$ cat src/rtl/sisc_fetch.sv
// SISC instruction fetch: PC, req/ack word fetch into IR, absolute or relative branches.
// Optional feature macro: SISC_BR_REL_EN (PC-relative branch targets via i_br_rel/i_br_off).
module sisc_fetch #(
    parameter int              PC_W     = 16,
    parameter logic [PC_W-1:0] RESET_PC = '0
) (
    input  logic            i_clk,
    input  logic            i_rst_f,
    input  logic            i_fetch_en,
    input  logic            i_br_take,
    input  logic [PC_W-1:0] i_br_addr,
    input  logic            i_br_rel,
    input  logic [15:0]     i_br_off,
    input  logic            i_mem_ack,
    input  logic [31:0]     i_mem_rdata,
    output logic            o_mem_req,
    output logic [PC_W-1:0] o_mem_addr,
    output logic [31:0]     o_ir,
    output logic            o_ir_valid,
    output logic [PC_W-1:0] o_pc,
    output logic            o_busy
);

    // state  | meaning
    // S_IDLE | waiting for fetch_en; branches load pc directly
    // S_REQ  | mem_req high, waiting for mem_ack; branches are deferred
    // S_DONE | ir just loaded, ir_valid pulse
    typedef enum logic [1:0] {S_IDLE, S_REQ, S_DONE} state_t;

    state_t          r_state;
    state_t          w_next;
    logic [PC_W-1:0] r_pc;
    logic [31:0]     r_ir;
    logic            r_br_pend;
    logic [PC_W-1:0] r_br_tgt;
    logic [PC_W-1:0] w_pc_inc;
    logic [PC_W-1:0] w_tgt;

    assign w_pc_inc = r_pc + PC_W'(1);

`ifdef SISC_BR_REL_EN
    logic [PC_W-1:0] w_off_ext;
    generate
        if (PC_W > 16) begin : g_off_sext
            assign w_off_ext = {{(PC_W-16){i_br_off[15]}}, i_br_off};
        end else begin : g_off_trunc
            assign w_off_ext = i_br_off[PC_W-1:0];
        end
    endgenerate
    assign w_tgt = i_br_rel ? (w_pc_inc + w_off_ext) : i_br_addr;
`else
    logic w_unused_rel;
    assign w_unused_rel = ^{i_br_rel, i_br_off};
    assign w_tgt = i_br_addr;
`endif

    always_comb begin
        w_next = r_state;
        case (r_state)
            // A branch in the same cycle as fetch_en wins; the fetch starts a cycle later.
            S_IDLE:  if (i_fetch_en && !i_br_take) w_next = S_REQ;
            S_REQ:   if (i_mem_ack) w_next = S_DONE;
            S_DONE:  w_next = S_IDLE;
            default: w_next = S_IDLE;
        endcase
    end

    always_ff @(posedge i_clk or negedge i_rst_f) begin
        if (!i_rst_f) begin
            r_state   <= S_IDLE;
            r_pc      <= RESET_PC;
            r_ir      <= '0;
            r_br_pend <= 1'b0;
            r_br_tgt  <= RESET_PC;
        end else begin
            r_state <= w_next;
            case (r_state)
                S_REQ: begin
                    if (i_br_take) begin
                        r_br_pend <= 1'b1;
                        r_br_tgt  <= w_tgt;
                    end
                    if (i_mem_ack) begin
                        r_ir      <= i_mem_rdata;
                        r_br_pend <= 1'b0;
                        // A branch arriving on the ack edge itself is the latest one.
                        if (i_br_take)      r_pc <= w_tgt;
                        else if (r_br_pend) r_pc <= r_br_tgt;
                        else                r_pc <= w_pc_inc;
                    end
                end
                default: begin
                    if (i_br_take) r_pc <= w_tgt;
                end
            endcase
        end
    end

    assign o_mem_req  = (r_state == S_REQ);
    assign o_mem_addr = r_pc;
    assign o_ir       = r_ir;
    assign o_ir_valid = (r_state == S_DONE);
    assign o_pc       = r_pc;
    assign o_busy     = (r_state != S_IDLE);

endmodule

$ cat config.mk
export PLATFORM = sky130hd
export DESIGN_NAME = sisc_fetch
export DESIGN_NICKNAME = d
export VERILOG_FILES = /design/src/rtl/sisc_fetch.sv
export SDC_FILE = /design/constraint.sdc
export NUM_CORES = 1
export LEC_CHECK = 0
export ABC_AREA = 1
export BUFFER_PORTS_ARGS = -buffer_cell sky130_fd_sc_hd__buf_2
export CAP_MARGIN = 20
export CORE_ASPECT_RATIO = 1.4
export CORE_UTILIZATION = 30
export CTS_CLUSTER_SIZE = 14
export DETAILED_ROUTE_END_ITERATION = 12
export HOLD_SLACK_MARGIN = 0.02
export PLACE_DENSITY = 0.5
export SLEW_MARGIN = 15
export SYNTH_ARGS = -nofsm -noshare
export SYNTH_HDL_FRONTEND = slang
export SYNTH_SLANG_ARGS = --single-unit
$ cat constraint.sdc
create_clock -name i_clk -period 4 [get_ports i_clk]
set_clock_uncertainty 0.15 [all_clocks]
set_input_delay 0.2 -clock i_clk [delete_from_list [all_inputs] [get_ports i_clk]]
set_output_delay 0.2 -clock i_clk [all_outputs]
set_load 0.03 [all_outputs]
==> Word-level counts from Yosys, hierarchy flattened <==
Index checks and enable logic that the tools add are counted.
{ "classes": {"n_addsub": 1, "n_eq_ne": 4, "muxes": 10, "n_reduce_logical": 11} }
{ "ops": {"columns": ["operator", "n"], "rows": [
  ["2-to-1 mux 16 bit", 5],
  ["adder 16 x 1 -> 16 bit, second input constant", 1],
  ["AND reduction 2 bit", 5],
  ["nonzero test 2 bit", 3],
  ["2-to-1 mux 2 bit", 2],
  ["inequality test 2 bit, second input constant", 2],
  ["case mux 2 bit (2 select lines)", 1],
  ["equality test 2 x 1 -> 1 bit, second input constant", 1],
  ["equality test 2 bit, second input constant", 1],
  ["logical NOT 2 bit", 1],
  ["2-to-1 mux 1 bit", 2],
  ["logical AND 1 bit", 1],
  ["logical NOT 1 bit", 1]
]} }
{ "totals": {"register_bits": 67, "elab_cells": 31} }

==> Depth between registers and ports, before layout <==
{ "logic_depth": {"ltp_word": 5, "ltp_mapped": 9, "mapped_depth_nobuf": 9} }

==> Worst setup path after synthesis <==
No wires, ideal clock.
{ "synth_path": {"path_kind": "register to register", "from": "register r_pc[1], in the netlist o_mem_addr[1]", "to": "register r_pc[10], in the netlist o_mem_addr[10]", "setup_ns": 0.123, "arrival_time_ns": 1.457, "t_required_ns": 3.727, "setup_slack_ns": 2.270, "stages_incl_launch_ff": 9, "path_buffers": 0, "period_less_slack_ns": 1.730, "path_cell_list": "dfrtp_1 -> ha_1 -> nand2_1 -> nor2_2 -> nand2_1 -> nand2_1 -> nand2_1 -> o21ai_1 -> a21oi_2"} }
{ "synth_between": {"elab_chain_cells": 5} }
{ "synth_rtl": {"columns": ["element", "line", "source"], "rows": [
  ["from (decl)", "32", "logic [PC_W-1:0] r_pc;"],
  ["from (signal assigned)", "87", "if (i_br_take) r_pc <= w_tgt;"],
  ["from (signal assigned)", "88", "else if (r_br_pend) r_pc <= r_br_tgt;"],
  ["from (signal assigned)", "89", "else r_pc <= w_pc_inc;"],
  ["adder 16 x 1 -> 16 bit", "39", "assign w_pc_inc = r_pc + PC_W'(1);"],
  ["2-to-1 mux 16 bit", "88", null],
  ["2-to-1 mux 16 bit", "87", null],
  ["2-to-1 mux 16 bit", "83", "if (i_mem_ack) begin"],
  ["2-to-1 mux 16 bit", "77", "case (r_state)"]
]} }
No other way between the ends. The select of a mux whose other input is x is not followed.
A chain may end at the register's enable or synchronous reset.

==> Worst setup path in the final report <==
{ "layout_path": {"from": "register r_state[1]", "to": "register r_ir[1], in the netlist o_ir[1]"} }
{ "layout_between": {"elab_chain_cells": 2} }
{ "layout_rtl": {"columns": ["element", "line", "source"], "rows": [
  ["from (decl)", "30", "state_t r_state;"],
  ["from (signal assigned)", "76", "r_state <= w_next;"],
  ["equality test 2 x 1 -> 1 bit", "77", null],
  ["AND reduction 2 bit (no source line)", null, null],
  ["to (signal assigned)", "84", "r_ir <= i_mem_rdata;"],
  ["to (decl)", "33", "logic [31:0] r_ir;"]
]} }
No other way between the ends.

==> impl_metrics.py <==
metrics = {
    "outcome": {
        "status": "complete, no violations",
    },
    "clock_tree": {
        "cts_tree": "yes",
        "clkSinkCount": 67,
        "cts_buffers": 9,
        "cts_buffer_depth": 2,
        "cts_root_buf": "clkbuf_16",
        "clock_latency_ns": 0.33,
        "cts_htree_levels": 3,
        "cts_resized": 0,
        "cts_setup_buffers": 0,
        "clkSlewWorstSetupHoldPaths_ns": 0.06,
        "cts_hold_buf": 49,
    },
    "timing": {
        "rsz0062_at_grt": "false",
        "max_slew_margin_pct": 48.0,
        "hold-worst-slack_ns": 0.0327,
        "tns_ns": 0,
        "fmax_mhz": 440,
        "finalMaxSlewViolations": 0,
        "worstMarginPinSlew_ns": 0.777,
        "fin_crit_sh_pct": 56.8,
        "period_minus_slack_ns": 2.27,
        "finalSetupViolCount": 0,
        "timing_hold_violations_final": 0,
    },
    "pwr": {
        "switching_share_pct": 41.6,
        "p_sw_uw": 1260,
        "powerDensity_nw_per_um2": 637,
        "seqPwrFrac_pct": 35.3,
        "clkPwrFrac_pct": 27.2,
        "p_comb_share_pct": 37.6,
        "power_leakage_uw": 0.00251,
        "p_int_uw": 1770,
        "irDropWorstVdd_mv": 0.271,
    },
    "worst_setup_path": {
        "critPathArrivalTime_ns": 2.33,
        "cp-start-kind": "flip-flop",
        "end_kind": "flip-flop",
        "critPathKind": "reg -> reg",
        "crit_fanout": 35,
        "r2r_cells": 6,
        "r2r_setup_slack_ns": 1.73,
        "crit_required_ns": 4.06,
        "timing.rr.end": "o_ir[1]$_DFFE_PN0P_",
        "r2r_start": "r_state[1]$_DFFE_PN0P_",
    },
    "cells_and_area": {
        "finalNetCount": 645,
        "fin_area_um2": 4760,
        "final_cells": 720,
        "n_antenna_cell": 0,
        "fillers": 1149,
        "regArea_um2": 1680,
        "multiInputGateArea_um2": 1360,
        "area_growth_pct": 40.3,
        "layout-drive-gt1-share_pct": 27.8,
    },
    "worst_hold_path": {
        "holdPathStages": 3,
        "hp-start": "i_br_addr[7]",
        "hold_path_class": "in -> reg",
        "worst_hold_path.endpoint": "r_br_tgt[7]$_DFFE_PN0P_",
    },
    "placed_design": {
        "hpwl_um": 6370,
        "place_area_um2": 3960,
        "gp_congestion": 0.720,
        "port_buffers": 119,
        "dp.cells": 655,
    },
    "die": {
        "coreArea_um2": 10900,
        "boundaryPins": 137,
        "row_count": 45,
        "dieHeight_um": 128,
        "die_w_um": 91.9,
        "floorplan.initialDensity_pct": 31.1,
        "dieArea_um2": 11800,
    },
    "global_routing": {
        "antenna_found_initial": 0,
        "grt_max_degree": 36,
        "grt_use_total_pct": 17.4,
        "grt_pass1_vias": 3167,
        "overflow": 0,
        "grt_first_pass_wirelength_um": 15800,
    },
    "drt": {
        "vias": 3230,
        "drt_iter0_markers": 146,
        "wl_met2_um": 5120,
        "wl_per_cell_um": 13.3,
        "viasPerCell": 4.49,
        "first_pass_iters": 4,
        "remaining_drc_errors": 0,
        "top_layer": "met4",
        "ant_nets": 0,
        "wl_met3_um": 391,
        "drt-total-wl_um": 9540,
        "wl_met1_um": 3910,
    },
    "synthesis": {
        "netlist_area_um2": 3390,
        "yosysWarnings": 0,
        "synth_nets": 498,
        "ys_seq_area_share_pct": 49.4,
        "syn_area_per_cell_um2": 7.95,
        "synth_cell_types": 31,
        "synth-seq-cells": 67,
        "synthCells": 427,
    },
    "job": {
        "maxCapViolCount": 0,
    },
}
==> how the worst max path moves through the flow <==
stage / startpoint / to / slack [ns]
CTS: r_state[1]$_DFFE_PN0P_ / o_ir[24]$_DFFE_PN0P_ / 1.66
detailed placement: r_state[1]$_DFFE_PN0P_ / o_ir[24]$_DFFE_PN0P_ / 1.66
floorplan: o_mem_addr[1]$_DFFE_PN0P_ / o_mem_addr[10]$_DFFE_PN0P_ / 2.27
global placement: r_state[1]$_DFFE_PN0P_ / o_ir[23]$_DFFE_PN0P_ / 1.67
finish: r_state[1]$_DFFE_PN0P_ / o_ir[1]$_DFFE_PN0P_ / 1.73
global route: r_state[1]$_DFFE_PN0P_ / o_ir[1]$_DFFE_PN0P_ / 1.46
==> registers in the layout, indices dropped and copies added, names as in the netlist <==
name	count
r_state	2
r_br_pend	1
o_mem_addr	16
o_ir	32
r_br_tgt	16
==> worst max-delay path, stage by stage (launching register included) <==
cell,delay (ns)
dfrtp_1,0.43
nor2_8,0.21
inv_2,0.06
nor2_4,0.59
inv_2,0.46
nand2_1,0.17
nand2_1,0.07
==> metal layers <==
metal  track usage [%]  up-vias
met1              20.4     1512
li1                  -     1627
met2              31.3       84
met5                 0        -
met3              3.44        7
met4              6.53        0
==> power by group through the flow <==
stage | Clock (uW) | Sequential (uW) | Combinational (uW)
2_1_floorplan | 0 | 1340 | 552
3_3_place_gp | 0 | 1070 | 1100
3_5_place_dp | 0 | 1080 | 1120
4_1_cts | 848 | 1070 | 1150
5_1_grt | 876 | 1110 | 1250
6_report | 824 | 1070 | 1140
==> cell type report <==
class | instances | area share, %
clock buffer | 12 | 5.59
clock inverter | 4 | 0.998
timing repair buffer | 169 | 23.0
multi-input combinational | 290 | 28.6
inverter | 37 | 2.97
sequential | 67 | 35.2
tap | 141 | 3.70
==> layout by cell type, fill, tap and decap left out, types with 9 or more instances in the layout <==
master         netlist  routed
dlygate4sd3_1        0      49
buf_2               13     119
clkbuf_16            0       9
nand3_1             15      15
nand2_1            144     144
nor2_1              42      42
a21oi_2              9       9
dfrtp_1             67      67
inv_1               33      33
o21ai_0             12      12
a21oi_1             40      40
==> synthesized netlist by cell type <==
| cell type | number | area [um^2] |
|---|---|---|
| a21oi_1 | 40 | 200 |
| o22ai_1 | 1 | 6.26 |
| ha_1 | 1 | 12.5 |
| nor2_1 | 42 | 158 |
| xor2_1 | 3 | 26.3 |
| a211oi_1 | 1 | 7.51 |
| inv_2 | 3 | 11.3 |
| buf_4 | 16 | 120 |
| o211ai_2 | 1 | 12.5 |
| inv_1 | 33 | 124 |
| o21ai_0 | 12 | 60.1 |
| nor2_4 | 1 | 11.3 |
| inv_4 | 1 | 6.26 |
| o21ai_1 | 2 | 10.0 |
| nor2_8 | 1 | 20.0 |
| mux2_2 | 3 | 33.8 |
| clkbuf_1 | 2 | 7.51 |
| nand2_4 | 1 | 11.3 |
| o211ai_1 | 1 | 7.51 |
| o21ai_4 | 1 | 16.3 |
| nand4_1 | 3 | 18.8 |
| a22oi_1 | 3 | 22.5 |
| dfrtp_1 | 67 | 1680 |
| nand3_1 | 15 | 75.1 |
| nand3b_1 | 1 | 7.51 |
| nor2_2 | 2 | 12.5 |
| buf_2 | 13 | 65.1 |
| nand2_2 | 2 | 12.5 |
| buf_6 | 2 | 22.5 |
| a21oi_2 | 9 | 78.8 |
| nand2_1 | 144 | 541 |
==> logic make-up (layout without fill, tap and decap cells) <==
kind of cell | count (synthesis) | after routing | synth area share, %
adders and majority gates | 1 | 1 | 0.369
DFF | 67 | 67 | 49.4
muxes | 3 | 3 | 0.995
and+or+nand+nor | 212 | 212 | 25.5
buffers and inverters | 70 | 222 | 10.5
AOI/OAI and AO/OA | 71 | 71 | 12.4
xor gates and xnor gates | 3 | 3 | 0.774
==> through the flow <==
stage | setup slack [ns] | power (uW) | utilization [%]
after detailed placement | 1.66 | 2200 | 36.2
after global routing | 1.46 | 3230 | 43.6
final | 1.73 | 3030 | 43.6
after CTS | 1.66 | 3070 | 43.6
after global placement | 1.67 | 2180 | 36.2
after floorplan | 2.27 | 1890 | -
(Power assumes the default switching activity.)
